==> config.mk <==
export PLATFORM = sky130hd
export DESIGN_NAME = line_drawer
export DESIGN_NICKNAME = d
export VERILOG_FILES = /design/src/rtl/line_drawer_pkg.sv /design/src/rtl/line_drawer.sv
export SDC_FILE = /design/constraint.sdc
export NUM_CORES = 1
export LEC_CHECK = 0
export ABC_CLOCK_PERIOD_IN_PS = 11300
export CAP_MARGIN = 20
export CORE_MARGIN = 10
export CORE_UTILIZATION = 55
export DETAILED_ROUTE_END_ITERATION = 16
export PLACE_DENSITY = 0.78
export SKIP_CTS_REPAIR_TIMING = 1
export SYNTH_ARGS = -nofsm -noshare
export SYNTH_HDL_FRONTEND = slang
export SYNTH_SLANG_ARGS = --single-unit
==> constraint.sdc <==
create_clock -name clk -period 11.3 [get_ports clk]
set_clock_uncertainty 0.15 [all_clocks]
set_input_delay 1.13 -clock clk [delete_from_list [all_inputs] [get_ports clk]]
set_output_delay 1.13 -clock clk [all_outputs]
set_load 0.02 [all_outputs]
==> src/rtl/line_drawer_pkg.sv <==
// Shared widths and state encoding for the Bresenham line drawer and its bench.
package line_drawer_pkg;

    localparam int COORD_W = 10;
    localparam int COLOR_W = 12;

    typedef enum logic {
        IDLE = 1'b0,
        DRAW = 1'b1
    } state_t;

endpackage

==> src/rtl/line_drawer.sv <==
// Bresenham line rasteriser: accepts one line command, then streams its pixels
// through a ready/valid (rts/rtr) output until the end point has been taken.
module line_drawer
    import line_drawer_pkg::*;
#(
    parameter int COORD_W = line_drawer_pkg::COORD_W,
    parameter int COLOR_W = line_drawer_pkg::COLOR_W
) (
    input  logic               clk,
    input  logic               rst_,
    input  logic [COORD_W-1:0] x1_in,
    input  logic [COORD_W-1:0] y1_in,
    input  logic [COORD_W-1:0] x2_in,
    input  logic [COORD_W-1:0] y2_in,
    input  logic [COLOR_W-1:0] color,
    input  logic               in_rts,
    output logic               in_rtr,
    output logic               out_rts,
    input  logic               out_rtr,
    output logic [COORD_W-1:0] x_out,
    output logic [COORD_W-1:0] y_out,
    output logic [COLOR_W-1:0] color_out,
    output logic               out_last
);

    // Two extra bits: one for sign, one so that 2*err never wraps.
    localparam int EW = COORD_W + 2;

    state_t               state;
    logic [COORD_W-1:0]   x2_r;
    logic [COORD_W-1:0]   y2_r;
    logic                 sx_neg;
    logic                 sy_neg;
    logic signed [EW-1:0] dx;
    logic signed [EW-1:0] dy;
    logic signed [EW-1:0] err;

    logic signed [EW-1:0] diff_x;
    logic signed [EW-1:0] diff_y;
    logic signed [EW-1:0] abs_x;
    logic signed [EW-1:0] abs_y;
    logic signed [EW-1:0] e2;
    logic signed [EW-1:0] err_next;
    logic                 step_x;
    logic                 step_y;
    logic [COORD_W-1:0]   nx;
    logic [COORD_W-1:0]   ny;

    assign in_rtr  = (state == IDLE);
    assign out_rts = (state == DRAW);

    always_comb begin
        diff_x   = $signed({2'b00, x2_in}) - $signed({2'b00, x1_in});
        diff_y   = $signed({2'b00, y2_in}) - $signed({2'b00, y1_in});
        abs_x    = (diff_x < 0) ? -diff_x : diff_x;
        abs_y    = (diff_y < 0) ? -diff_y : diff_y;
        e2       = err <<< 1;
        step_x   = (e2 >= dy);
        step_y   = (e2 <= dx);
        err_next = err;
        nx       = x_out;
        ny       = y_out;
        if (step_x) begin
            err_next = err_next + dy;
            nx       = sx_neg ? x_out - 1'b1 : x_out + 1'b1;
        end
        if (step_y) begin
            err_next = err_next + dx;
            ny       = sy_neg ? y_out - 1'b1 : y_out + 1'b1;
        end
    end

    // out_last is precomputed from the next coordinate so it is valid the
    // same cycle that pixel appears on the output.
    always_ff @(posedge clk or negedge rst_) begin
        if (!rst_) begin
            state     <= IDLE;
            x_out     <= '0;
            y_out     <= '0;
            color_out <= '0;
            out_last  <= 1'b0;
            x2_r      <= '0;
            y2_r      <= '0;
            sx_neg    <= 1'b0;
            sy_neg    <= 1'b0;
            dx        <= '0;
            dy        <= '0;
            err       <= '0;
        end else begin
            case (state)
                IDLE: begin
                    if (in_rts) begin
                        x_out     <= x1_in;
                        y_out     <= y1_in;
                        color_out <= color;
                        x2_r      <= x2_in;
                        y2_r      <= y2_in;
                        sx_neg    <= (diff_x < 0);
                        sy_neg    <= (diff_y < 0);
                        dx        <= abs_x;
                        dy        <= -abs_y;
                        err       <= abs_x - abs_y;
                        out_last  <= (x1_in == x2_in) && (y1_in == y2_in);
                        state     <= DRAW;
                    end
                end
                DRAW: begin
                    if (out_rtr) begin
                        if (out_last) begin
                            out_last <= 1'b0;
                            state    <= IDLE;
                        end else begin
                            x_out    <= nx;
                            y_out    <= ny;
                            err      <= err_next;
                            out_last <= (nx == x2_r) && (ny == y2_r);
                        end
                    end
                end
                default: state <= IDLE;
            endcase
        end
    end

endmodule

Word-level counts from Yosys, hierarchy flattened:

Index checks and enable logic that the tools add are counted.
Widths: inputs -> output; s select.

* logic and storage cells: 69
* bits in registers: 92
* input bits: 56
* output and inout bits: 35

* bitwise operators: 1
* muxes and demuxes: 28
* eq/ne operators: 7
* order comparisons: 4
* add/subtract/negate cells: 12
* reductions and logical operators: 5

Operator list (count)
* $mux 10: 10
* $mux 12: 7
* $eq 10x10->1: 4
* $pmux 10 s2: 2
* $add 12x12->12: 2
* $neg 11->12: 2
* $pmux 12 s2: 1
* $lt 11x1->1 const B: 2
* $sub 10x10->11: 2
* $add 10x1->10 const B: 2
* $sub 10x1->10 const B: 2
* $ge 12x12->1: 1
* $le 12x12->1: 1
* $neg 12->12: 1
* $sub 12x12->12: 1
* $mux 1: 6
* $ne 2x2->1 const B: 3
* $pmux 1 s2: 2
* $reduce_and 2->1: 2
* $reduce_and 3->1: 1
* $logic_and 1x1->1: 2
* $not 1->1: 1

Longest topological paths before layout:

Gate-level depths: netlist of run 1.

* depth in word-level cells: 8
* gate-level depth with buffers: 22
* gate-level depth less buffers: 22

Worst setup path before layout of run 1:

Ideal clock, no wire load.

* path type: input to register
* from: in y2_in[0]
* to: reg err[10]
* required time: 11.020 ns
* cell stages on the path: 21
* library setup time: 0.130 ns
* buffers on the path: 0
* setup slack: 5.927 ns
* data arrival time: 5.093 ns
* cells stage by stage: inv_1 > ha_1 > inv_1 > fa_1 > a211oi_2 > nor3_2 > o311ai_2 > nand2_1 > nor2_1 > xor2_1 > ha_1 > nor2b_1 > o21ai_0 > nand2b_1 > a21o_1 > a21oi_1 > maj3_1 > a21oi_1 > or4_1 > nand3_1 > nand4_1

* cells in the longest elaborated chain, start to end: 6
* elaborated cells on any way between the ends: 7
* classes of those cells: 3 x add/sub; 1 x order compare; 3 x mux

Ends and longest elaborated chain
* from (decl): line line_drawer.sv:14 `input logic [COORD_W-1:0] y2_in,`
* $sub 10x10->11 *: line line_drawer.sv:54 `diff_y = $signed({2'b00, y2_in}) - $signed({2'b00, y1_in});`
* $neg 11->12 / $lt 11x1->1 (equally long branches): line line_drawer.sv:56 `abs_y = (diff_y < 0) ? -diff_y : diff_y;`
* $mux 12 *: line line_drawer.sv:56
* $sub 12x12->12 *: line line_drawer.sv:102 `err <= abs_x - abs_y;`
* $mux 12 *: line line_drawer.sv:92 `if (in_rts) begin`
* $pmux 12 s2 *: line line_drawer.sv:90 `case (state)`
* to (signal assigned): line line_drawer.sv:102
* to (signal assigned): line line_drawer.sv:115 `err <= err_next;`
* to (decl): line line_drawer.sv:36 `logic signed [EW-1:0] err;`

Mark *: on every way between the ends. The rest lies on a longest branch, timed or not. The select of a mux whose other input is x is not followed.
A chain may end at the register's enable or synchronous reset.

Worst setup path in the final report of run 1:

* from: in y1_in[0]
* to: reg err[10]

* cells in the longest elaborated chain, start to end: 6
* elaborated cells on any way between the ends: 7
* classes of those cells: 3 x add/sub; 1 x order compare; 3 x mux

Ends and longest elaborated chain
* from (decl): line line_drawer.sv:12 `input logic [COORD_W-1:0] y1_in,`
* $sub 10x10->11 *: line line_drawer.sv:54
* $neg 11->12 / $lt 11x1->1 (equally long branches): line line_drawer.sv:56
* $mux 12 *: line line_drawer.sv:56
* $sub 12x12->12 *: line line_drawer.sv:102
* $mux 12 *: line line_drawer.sv:92
* $pmux 12 s2 *: line line_drawer.sv:90

Marks and branches as above.

==> run_results.csv, run 1 <==
group,metric,value,unit
drt,final_antenna_net_count,0,
timing,max_freq,166,MHz
drt,vias,8082,
die,die_h,145,µm
cts,htreeDepth,3,
place,place_inst,1334,
synth,synth_compound_area_share,21.4,%
setup_path,reg2reg_from,"dy[1]",
timing,min_period_over_period,53.2,%
timing,rsz0062_at_grt,"false",
cells_and_area,most-common-layout-cells,"nand2_1, dfrtp_1, ha_1, clkdlybuf4s50_1, inv_1",
cts,ctsLongestPathBuffers,2,
synth,yosys_register_bits,91,
timing,relSlewSlack,32.0,%
drt,post_drt_wl_per_cell,18.3,µm
pwr,power_density,269,nW/µm²
synth,async_flop_share,100,%
min_path,min_from,"color_out[0]",
setup_path,rrSetupSlack,5.85,ns
setup_path,end_kind,"register",
timing,drv_slew,0,
synth,synth-seq-area-share,26.6,%
timing,finalSetupViolations,0,
timing,final.setup.tns,0,ns
synth,synthesis.area,8580,µm²
die,ios,91,
setup_path,r2r-end,"err[10]",
cts,cts.sinks,91,
cts,worst_skew_pair.late_latency,0.36,ns
synth,synthAdderAreaFrac,14.7,%
setup_path,cp.arrival,6.10,ns
setup_path,critical_path_required,11.39,ns
cts,clk_pin_slew,0.07,ns
cells_and_area,drive_gt1_share,4.74,%
timing,finalCriticalPeriod,6.01,ns
synth,syn_inst,1062,
setup_path,r2r_cells,18,
run_status,status,"completed",
synth,synth-xor-area-share,10.4,%
min_path,hold_depth,2,
die,rows,45,
die,start_util,56.2,%
drt,drc_errors,0,
global_routing,antenna_found_initial,0,
synth,yosys_most_used_dff,"dfrtp_1",
place,globalplace.congestion,0.942,
synth,synth_cell_types,81,
run,drv_cap,0,
cts,cts_buffers,9,
synth,synth_top_family_by_area,"compound AO/OA/AOI/OAI gates",
min_path,holdPathEnd,"color_out[0]",
cts,clockRootBuffer,"clkbuf_16",
cells_and_area,final_common_cell,"nand2_1",
timing,worst_pin_slew,1.02,ns
die,die-width,145,µm
setup_path,crit_type,"input port to register",
drt,first_iter_violations,851,
synth,synth.avg_cell_area,8.08,µm²
timing,hold_violations,0,
drt,drtPass1Iterations,5,
drt,vias_per_cell,5.99,
cells_and_area,n_antenna_cell,0,
global_routing,grt_pass1_vias,7831,
place,dpl_cell_area,9640,µm²
cts,cts_tree,"done",
global_routing,grt_usage,23.9,%
global_routing,overflow,0,
global_routing,grt_pass1_wl,40000,µm
synth,yosys_warnings,0,
global_routing,grt_max_degree,83,
setup_path,worstSetupStartpointType,"input port",
drt,routed_wl,24700,µm
pwr,power,2.67,mW
synth,yosys.area_share.simple,18.8,%
cells_and_area,area_delta_synth_final,15.7,%
cells_and_area,final_cells,1350,
die,core,15300,µm²
cells_and_area,fin_area,9930,µm²
pwr,power_leakage,4.49,nW
synth,synth_mux_area_share,2.32,%
cells_and_area,nets,1286,
place,dp_hpwl,18600,µm
setup_path,path_max_fanout,8,
synth,synth-edff-count,0,
synth,syn-num-nets,1214,
cells_and_area,fill_cells,1277,
pwr,vdd_drop_max,0.170,mV
die,die_area,21000,µm²
min_path,hold_class,"register to register",
place,placement.io_buffers,90,
[worst max path at each step]
stage          slack [ns]       to     start  depth (start not counted)
2_1_floorplan        5.93  err[10]  y2_in[0]                         21
3_3_place_gp         5.15  err[10]  y1_in[0]                         21
3_5_place_dp         5.01  err[10]  y1_in[0]                         21
4_1_cts              5.36  err[10]  y1_in[0]                         21
5_1_grt              4.99  err[10]  y1_in[0]                         21
6_report             5.29  err[10]  y1_in[0]                         21
[report_power, final]
part / leakage (nW) / switching, mW / internal [mW]
clock: 0.146 / 0.141 / 0.162
combinational: 3.23 / 1.00 / 0.819
sequential: 1.11 / 0.131 / 0.417
[cells in the mapped netlist (5+ instances only)]
library cell / instances / area (µm²)
a211oi_1: 11 / 82.6
a21o_1: 18 / 135
a21oi_1: 65 / 325
a31oi_1: 8 / 50.1
and3_1: 5 / 31.3
clkbuf_1: 29 / 109
dfrtp_1: 91 / 2280
fa_1: 7 / 140
ha_1: 89 / 1110
inv_1: 85 / 319
mux2_2: 7 / 78.8
mux2i_1: 12 / 120
nand2_1: 177 / 664
nand2b_1: 9 / 56.3
nand3_1: 20 / 100
nand4_1: 18 / 113
nor2_1: 58 / 218
nor2b_1: 14 / 87.6
nor3_1: 13 / 65.1
o211ai_1: 9 / 67.6
o21a_1: 8 / 60.1
o21ai_0: 65 / 325
o21ai_1: 6 / 30.0
o21bai_1: 6 / 45.0
o22ai_1: 27 / 169
o31ai_1: 7 / 52.6
or3_1: 6 / 37.5
xnor2_1: 60 / 526
xor2_1: 42 / 368
[registers in the layout, indices dropped and copies added, names as in the netlist, 10 cells and up]
| signal | cells |
|---|---|
| color_out | 12 |
| dx | 12 |
| dy | 12 |
| err | 11 |
| x2_r | 10 |
| x_out | 10 |
| y2_r | 10 |
| y_out | 10 |
[cells by family (layout without fill, tap and decap cells)]
kind of cell,count (synthesis),count (layout)
XOR/XNOR,102,102
adder cells (fa/ha/maj),97,97
AND/OR/NAND/NOR,349,349
AO/OA/AOI/OAI,281,281
flip-flops,91,91
buffers and inverters,123,200
multiplexers,19,19
[per-stage QoR]
step	hold slack, ns	utilization, %	worst slack [ns]
after detailed placement	0.312	63.2	5.01
final	0.324	65.1	5.29
after CTS	0.328	65.1	5.36
after global routing	0.344	65.1	4.99
after floorplan	0.306	-	5.93
after global placement	0.306	63.2	5.15
[worst max-delay path, cell delays in order]
cell,delay [ns]
clkdlybuf4s50_1,0.49
ha_1,0.18
inv_1,0.06
fa_1,0.42
a211oi_2,0.33
nor3_2,0.12
o311ai_2,0.36
nand2_1,0.26
nor2_1,0.21
xor2_1,0.34
ha_1,0.33
nor2b_1,0.15
o21ai_0,0.14
nand2b_1,0.11
a21o_1,0.19
a21oi_1,0.23
maj3_1,0.26
a21oi_1,0.11
or4_1,0.48
nand3_1,0.09
nand4_1,0.09
[final cells by class]
| class | count | area [µm²] | share of cell area (%) |
|---|---|---|---|
| multi-input cells | 848 | 5810 | 58.6 |
| flip-flops and latches | 91 | 2280 | 22.9 |
| repair buffers | 98 | 958 | 9.66 |
| inverters | 86 | 323 | 3.25 |
| well taps | 211 | 264 | 2.66 |
| clock buffers | 11 | 253 | 2.55 |
| clock inverters | 5 | 36.3 | 0.366 |
[metal layers]
| layer | track usage (%) | vias to the layer above | routed length, µm |
|---|---|---|---|
| met5 | 0 | - | 0 |
| met4 | 7.66 | 0 | 555 |
| met3 | 4.40 | 49 | 1610 |
| met2 | 39.4 | 308 | 11700 |
| met1 | 31.0 | 3813 | 10900 |
| li1 | - | 3912 | - |
Note: power is estimated with default switching activity, not from simulation.
==> run 2, diff against run 1 <==
--- a/config.mk
+++ b/config.mk
@@ -5,7 +5,7 @@
 export SDC_FILE = /design/constraint.sdc
 export NUM_CORES = 1
 export LEC_CHECK = 0
-export ABC_CLOCK_PERIOD_IN_PS = 11300
+export ABC_CLOCK_PERIOD_IN_PS = 6250
 export CAP_MARGIN = 20
 export CORE_MARGIN = 10
 export CORE_UTILIZATION = 55
==> constraint.sdc (replaced) <==
create_clock -name clk -period 6.25 [get_ports clk]
set_clock_uncertainty 0.15 [all_clocks]
set_input_delay 0.625 -clock clk [delete_from_list [all_inputs] [get_ports clk]]
set_output_delay 0.625 -clock clk [all_outputs]
set_load 0.02 [all_outputs]
==> run 2 against run 1 <==
Effect of this change:
- clock power grew 91%
- highest routed layer unchanged
- via count shrank 0.48%
- sequential cell count is the same
==> run_results.csv, run 2 (synthesis gave the netlist of run 1 again) <==
group,metric,value,unit
run_status,status,"completed",
global_routing,grt_max_degree,83,
cells_and_area,final_common_cell,"nand2_1",
timing,finalCriticalPeriod,5.44,ns
pwr,vdd_drop_max,0.343,mV
drt,post_drt_wl_per_cell,18.1,µm
place,globalplace.congestion,0.968,
pwr,power_leakage,4.50,nW
drt,first_iter_violations,766,
pwr,power,4.87,mW
timing,finalSetupViolations,0,
global_routing,grt_pass1_wl,40000,µm
drt,routed_wl,24500,µm
setup_path,crit_buf_inv,2,
cells_and_area,reg_top3,"color_out x12, dx x12, dy x12",
die,start_util,56.2,%
drt,drtPass1Iterations,7,
global_routing,overflow,0,
setup_path,rrSetupSlack,1.43,ns
timing,rsz0062_at_grt,"false",
timing,timing.final.ws_setup,0.807,ns
cts,htreeDepth,3,
setup_path,end_kind,"register",
drt,vias_per_cell,5.94,
setup_path,crit_type,"input port to register",
cts,clk_pin_slew,0.08,ns
place,placement.io_buffers,90,
die,core,15300,µm²
die,ios,91,
setup_path,worstSetupStartpointType,"input port",
cells_and_area,most-common-layout-cells,"nand2_1, dfrtp_1, ha_1, clkdlybuf4s50_1, inv_1",
setup_path,critical_path_required,6.34,ns
timing,drv_slew,0,
cts,cts_buffers,9,
global_routing,antenna_found_initial,0,
global_routing,grt_usage,23.9,%
timing,hold_violations,0,
drt,vias,8043,
setup_path,critPathMaxStageDelay,0.50,ns
place,dpl_cell_area,9660,µm²
place,dp_hpwl,18500,µm
cells_and_area,area_delta_synth_final,16.2,%
setup_path,cpLargestDelayFamily,"simple AND/OR/NAND/NOR gates",
setup_path,path_cells,"clkdlybuf4s50_1 -> ha_1 -> inv_1 -> fa_1 -> a211oi_2 -> nor3_2 -> o311ai_2 -> nand2_1 -> nor2_1 -> xor2_1 -> ha_1 -> nor2b_1 -> o21ai_0 -> nand2b_1 -> a21o_1 -> a21oi_1 -> maj3_1 -> a21oi_1 -> or4_1 -> nand3_1 -> nand4_1",
cts,ctsLongestPathBuffers,2,
cells_and_area,drive_gt1_share,4.99,%
cts,clockRootBuffer,"clkbuf_16",
cells_and_area,n_antenna_cell,0,
setup_path,reg2reg_from,"err[0]",
drt,final_antenna_net_count,0,
die,rows,45,
timing,final.setup.tns,0,ns
drt,drc_errors,0,
timing,relSlewSlack,38.2,%
setup_path,slowest_stage,"clkdlybuf4s50_1",
setup_path,cp.arrival,5.54,ns
min_path,hold_class,"input port to asynchronous set/reset pin",
run,drv_cap,0,
setup_path,r2r_cells,19,
cts,cts_tree,"done",
timing,hold_ws,0.126,ns
pwr,power_density,489,nW/µm²
place,place_ws,0.478,ns
cts,worst_skew_pair.late_latency,0.36,ns
timing,worst_pin_slew,0.925,ns
cells_and_area,nets,1289,
die,die-width,145,µm
setup_path,r2r-end,"err[10]",
timing,max_freq,184,MHz
cts,cts.sinks,91,
cells_and_area,fin_area,9960,µm²
timing,min_period_over_period,87.1,%
die,die_area,21000,µm²
die,die_h,145,µm
setup_path,path_max_fanout,8,
global_routing,grt_pass1_vias,7845,
==> run 2: how the worst max path moves through the flow <==
stage / from / depth (start not counted) / end
4_1_cts: y1_in[0] / 21 / err[10]
6_report: y1_in[0] / 21 / err[10]
3_3_place_gp: y1_in[0] / 21 / err[10]
5_1_grt: y1_in[0] / 21 / err[10]
2_1_floorplan: y2_in[0] / 21 / err[10]
3_5_place_dp: y1_in[0] / 21 / err[10]
==> run 2: final cells by class <==
class / count / area, µm²
clock inverters: 7 / 80.1
repair buffers: 101 / 981
flip-flops and latches: 91 / 2280
fillers: 1299 / 5290
multi-input cells: 848 / 5810
inverters: 86 / 323
well taps: 211 / 264
clock buffers: 9 / 225
==> run 2: through the flow <==
step           instances  util, %
4_1_cts             1353     65.3
3_5_place_dp        1337     63.3
6_report            1353     65.3
5_1_grt             1353     65.3
2_1_floorplan       1062        -
3_3_place_gp        1337     63.3
==> run 2: metal layers <==
metal  routed length, µm  global-route usage, %  part of all wire [%]  up-vias
met5                   0                      0                     0        -
met4                 682                   8.09                   2.8        0
met2               11500                   39.1                    47      300
met1               10700                   30.8                    44     3775
li1                    -                      -                     -     3920
met3                1610                   4.99                   6.6       48
==> run 2: where the power goes <==
group	total (mW)	switching (mW)	internal [mW]	leakage [nW]
sequential	0.995	0.240	0.754	1.11
clock	0.582	0.265	0.317	0.149
combinational	3.30	1.81	1.49	3.24
total	4.87	2.31	2.56	4.50
